File: config.mk
export PLATFORM = sky130hd
export DESIGN_NAME = matmul_seq_unit
export DESIGN_NICKNAME = d
export VERILOG_FILES = /design/src/rtl/matmul_seq_unit.sv
export SDC_FILE = /design/constraint.sdc
export NUM_CORES = 1
export LEC_CHECK = 0
export ABC_AREA = 0
export BUFFER_PORTS_ARGS = -buffer_cell sky130_fd_sc_hd__buf_2
export CAP_MARGIN = 20
export CORE_AREA = 4 4 224 226
export DETAILED_ROUTE_END_ITERATION = 7
export DIE_AREA = 0 0 228 230
export PLACE_DENSITY_LB_ADDON = 0.2
export SLEW_MARGIN = 20
export SYNTH_ARGS = -nofsm -noshare
export SYNTH_HDL_FRONTEND = slang
export SYNTH_HIERARCHICAL = 1
export SYNTH_SLANG_ARGS = --single-unit
File: constraint.sdc
create_clock -name clk -period 2.3 [get_ports clk]
set_input_delay 0.46 -clock clk [delete_from_list [all_inputs] [get_ports clk]]
set_output_delay 0.46 -clock clk [all_outputs]
set_load 0.02 [all_outputs]
File: src/rtl/matmul_seq_unit.sv
// Sequencer that hands matmul issues to a systolic engine. It holds one request in a
// pending slot and carries destination/we/mask down a registered writeback pipe.

module matmul_seq_stage #(
  parameter int DSTW  = 10,
  parameter int MASKW = 4
) (
  input  logic             clk,
  input  logic             resetn,
  input  logic             ld,
  input  logic             sq,
  input  logic [DSTW-1:0]  dst_i,
  input  logic             we_i,
  input  logic [MASKW-1:0] mask_i,
  output logic [DSTW-1:0]  dst_o,
  output logic             we_o,
  output logic [MASKW-1:0] mask_o
);
  logic [DSTW-1:0]  dst_d, dst_q;
  logic             we_d, we_q;
  logic [MASKW-1:0] mask_d, mask_q;

  // Squash only kills the write enable; dst/mask follow the normal load/hold path.
  always_comb begin
    dst_d  = ld ? dst_i  : dst_q;
    mask_d = ld ? mask_i : mask_q;
    we_d   = sq ? 1'b0 : (ld ? we_i : we_q);
  end

  always_ff @(posedge clk or negedge resetn) begin
    if (!resetn) begin
      dst_q  <= '0;
      we_q   <= 1'b0;
      mask_q <= '0;
    end else begin
      dst_q  <= dst_d;
      we_q   <= we_d;
      mask_q <= mask_d;
    end
  end

  assign dst_o  = dst_q;
  assign we_o   = we_q;
  assign mask_o = mask_q;
endmodule

module matmul_seq_unit #(
  parameter int DSTW   = 10,
  parameter int MASKW  = 4,
  parameter int NSTAGE = 32
) (
  input  logic                          clk,
  input  logic                          resetn,
  input  logic                          activate,
  input  logic [NSTAGE:1]               en,
  input  logic [NSTAGE:1]               squash,
  input  logic [DSTW-1:0]               in_dst,
  input  logic                          in_dst_we,
  input  logic [MASKW-1:0]              vmask,
  input  logic                          eng_done,
  output logic                          eng_start,
  output logic                          stall,
  output logic                          pend_valid,
  output logic [(NSTAGE+1)*DSTW-1:0]    out_dst,
  output logic [NSTAGE:0]               out_dst_we,
  output logic [(NSTAGE+1)*MASKW-1:0]   out_dst_mask
);
  typedef enum logic [1:0] {IDLE, ISSUE, RUN} state_t;

  state_t state_d, state_q;
  logic   pend_d, pend_q;
  logic   eng_start_d, eng_start_q;
  logic   accept;

  assign stall  = pend_q;
  assign accept = activate & en[1] & ~squash[1] & ~stall;

  always_comb begin
    state_d = state_q;
    pend_d  = pend_q;
    case (state_q)
      IDLE:  if (accept) state_d = ISSUE;
      ISSUE: begin
        state_d = RUN;
        if (accept) pend_d = 1'b1;
      end
      RUN: begin
        if (eng_done) begin
          // A parked request wins; else a same-cycle accept goes straight to issue.
          if (pend_q) begin
            state_d = ISSUE;
            pend_d  = 1'b0;
          end else if (accept) begin
            state_d = ISSUE;
          end else begin
            state_d = IDLE;
          end
        end else if (accept) begin
          pend_d = 1'b1;
        end
      end
      default: state_d = IDLE;
    endcase
    eng_start_d = (state_d == ISSUE);
  end

  always_ff @(posedge clk or negedge resetn) begin
    if (!resetn) begin
      state_q     <= IDLE;
      pend_q      <= 1'b0;
      eng_start_q <= 1'b0;
    end else begin
      state_q     <= state_d;
      pend_q      <= pend_d;
      eng_start_q <= eng_start_d;
    end
  end

  assign eng_start  = eng_start_q;
  assign pend_valid = pend_q;

  logic [NSTAGE:0][DSTW-1:0]  dst_pipe;
  logic [NSTAGE:0]            we_pipe;
  logic [NSTAGE:0][MASKW-1:0] mask_pipe;

  assign dst_pipe[0]  = in_dst;
  assign we_pipe[0]   = in_dst_we;
  assign mask_pipe[0] = vmask;

  // The last stage drains independently of stall so writeback never backs up.
  for (genvar k = 1; k <= NSTAGE; k++) begin : g_stage
    logic ld;
    if (k == NSTAGE) begin : g_last
      assign ld = en[k];
    end else begin : g_mid
      assign ld = en[k] & ~stall;
    end
    matmul_seq_stage #(.DSTW(DSTW), .MASKW(MASKW)) u_stage (
      .clk    (clk),
      .resetn (resetn),
      .ld     (ld),
      .sq     (squash[k]),
      .dst_i  (dst_pipe[k-1]),
      .we_i   (we_pipe[k-1]),
      .mask_i (mask_pipe[k-1]),
      .dst_o  (dst_pipe[k]),
      .we_o   (we_pipe[k]),
      .mask_o (mask_pipe[k])
    );
  end

  assign out_dst      = dst_pipe;
  assign out_dst_we   = we_pipe;
  assign out_dst_mask = mask_pipe;
endmodule

==> metrics.csv <==
metric,value,unit
status,finished clean,
io_buffers,580,
cts_buffers,52,
setup_slack,0.214,ns
hpwl,41400,microns
htreeDepth,2,
grt_first_pass_wirelength,83200,microns
crit_required,1.84,ns
synth_cell_types,23,
grt_pass1_vias,12700,
async_flop_share,100,%
fin_crit,2.09,ns
dieArea,52400,sq um
grt.overflow.total,0,
hold_path_end,g_stage[27].u_stage/we_o,
fin_hold_ws,0.0469,ns
yosys.area.top_type,dfrtp_1,
hold_start,squash[27],
pre_cts_ws,0.294,ns
num_antenna_cells,0,
drt_iter0_drc,449,
initial_utilization,41.7,%
clockBufferDepth,3,
p_leak,13.5,nW
rr_startpoint,pend_valid,
die_x,228,microns
tns,0,ns
post_cts_resized,0,
slew_headroom,31.8,%
die_h,230,microns
yosys-top-cells-area,"dfrtp_1 60%, mux2_4 21%, mux2_2 8.9%",
hold_path_depth,2,
syn-num-nets,1218,
io_pins,581,
netlist_instances,1131,
synth_top_flop_cell,dfrtp_1,
multi_input_area,6970,sq um
finalNetCount,1852,
fp-row-count,81,
core_area,48300,sq um
synth_common_cells,"484 x dfrtp_1, 288 x mux2_4, 160 x mux2_2",
post_cts_buffers,0,
rsz0062_at_grt,false,
syn_avg_cell_area,17.8,sq um
utilization,52.4,%
ir_worst_vdd,883,uV
area_growth,25.5,%
antenna_found_initial,1,
synth_top_cell_area_share,60.0,%
first_pass_iters,4,
seq_area,12100,sq um
reg2reg_to,g_stage[5].u_stage/dst_o[9],
drc,0,
hold_buffers,29,
fmax,0.479,GHz
cts_sinks,484,
clkTransAtPathRegs,0.06,ns
yosysSeqAreaShare,60.0,%
cts_tree,done,
arrival,1.63,ns
r2r_slack,0.35,ns
ys_ff_latch,484,
routedWlPerCell,22.5,microns
grt_usage,20.3,%
hold_viol,0,
reg2reg_depth,2,
crit_type,register to output pin,
synth_edf_count,0,
worstSkewPairLatency,0.58,ns
vias_per_cell,4.85,
drv_slew,0,
vias,11700,
setup_viol,0,
end_kind,output pin,
place_area,23300,sq um
drive_gt1_share,66.1,%
cts_root_buf,clkbuf_16,
hp-class,primary input to register,
worstMarginPinSlew,1.02,ns
ant_nets,0,
n_fill_cell,4149,
grt_start_max_net_pins,87,
drv_cap,0,
min_period_over_period,90.7,%
place.gp.congestion,0.844,
fin_area,25300,sq um
synth.most_common_cell,dfrtp_1,
skew,0.00803,ns
worstSetupStartpointType,register,
wl,54600,microns
syn-cell-area,20200,sq um
p_per_area,1450,nW/um^2
critPathMaxFanout,12,
yosysWarningCount,6,
[power by group]
| part | switching, mW | internal (mW) |
|---|---|---|
| clock | 3.38 | 5.06 |
| combinational | 7.53 | 6.56 |
| sequential | 2.78 | 11.3 |
| total | 13.7 | 22.9 |
[metal layers]
| layer | track usage (%) | share of wire [%] |
|---|---|---|
| met1 | 25.9 | 42 |
| met4 | 4.75 | 2.1 |
| met5 | 0 | 0.022 |
| met3 | 7.27 | 7.9 |
| met2 | 33.6 | 48 |
[placed cells by master (no fill, tap or decap), types with 2 or more instances in the layout]
| master | count |
|---|---|
| clkbuf_1 | 5 |
| mux2i_1 | 32 |
| mux2_4 | 288 |
| clkbuf_8 | 6 |
| and2_1 | 2 |
| dlygate4sd3_1 | 29 |
| dfrtp_1 | 483 |
| buf_12 | 9 |
| nor2_1 | 33 |
| nor2b_1 | 11 |
| bufinv_16 | 6 |
| buf_4 | 45 |
| inv_1 | 3 |
| mux2_2 | 160 |
| ha_1 | 4 |
| a21oi_1 | 2 |
| clkbuf_16 | 53 |
| buf_2 | 579 |
| nor2b_2 | 21 |
| clkinv_2 | 16 |
| clkinvlp_4 | 4 |
[critical path, stage by stage, from the launching register on]
cell     delay [ns]
dfrtp_2        0.62
buf_4          0.25
buf_2          0.18
[flip-flops by register name, summed over array words and instances, names as in the netlist]
name / flops
g_stage.u_stage/we_o: 32
g_stage.u_stage/mask_o: 128
g_stage.u_stage/dst_o: 320
pend_valid: 1
state_q: 2
eng_start: 1
[worst max-delay path by stage]
stage               startpoint                           end  slack, ns  cells after the start
floorplan           pend_valid  g_stage[20].u_stage/dst_o[1]       0.69                      5
global placement    pend_valid  g_stage[5].u_stage/mask_o[3]       0.35                      2
detailed placement  pend_valid   g_stage[5].u_stage/dst_o[9]       0.29                      2
CTS                 pend_valid                    pend_valid       0.12                      2
global route        pend_valid                         stall        0.1                      2
finish              pend_valid                    pend_valid       0.21                      2
[metrics by stage]
stage,total power [mW],cells
after detailed placement,28.4,2304
after global placement,28.2,2304
final,36.6,2424
after global routing,38.3,2424
after floorplan,23.5,1131
after CTS,37.0,2424
[area by class of cell]
cell class,count,share of cell area [%]
clock buffers,64,5.64
clock inverters,27,1.18
inverters,3,0.0445
multi-input cells,561,27.5
flip-flops and latches,484,47.8
well taps,622,3.07
repair buffers,663,14.7
[cell families after synthesis]
logic type,after synthesis,share of synthesized area [%]
muxes,480,32.0
buffers and inverters,86,5.68
and+or+nand+nor,71,1.82
AOI/OAI and AO/OA,6,0.260
adders and majority gates,4,0.248
DFF,484,60.0
No activity file was read; power rests on OpenSTA's default activity.
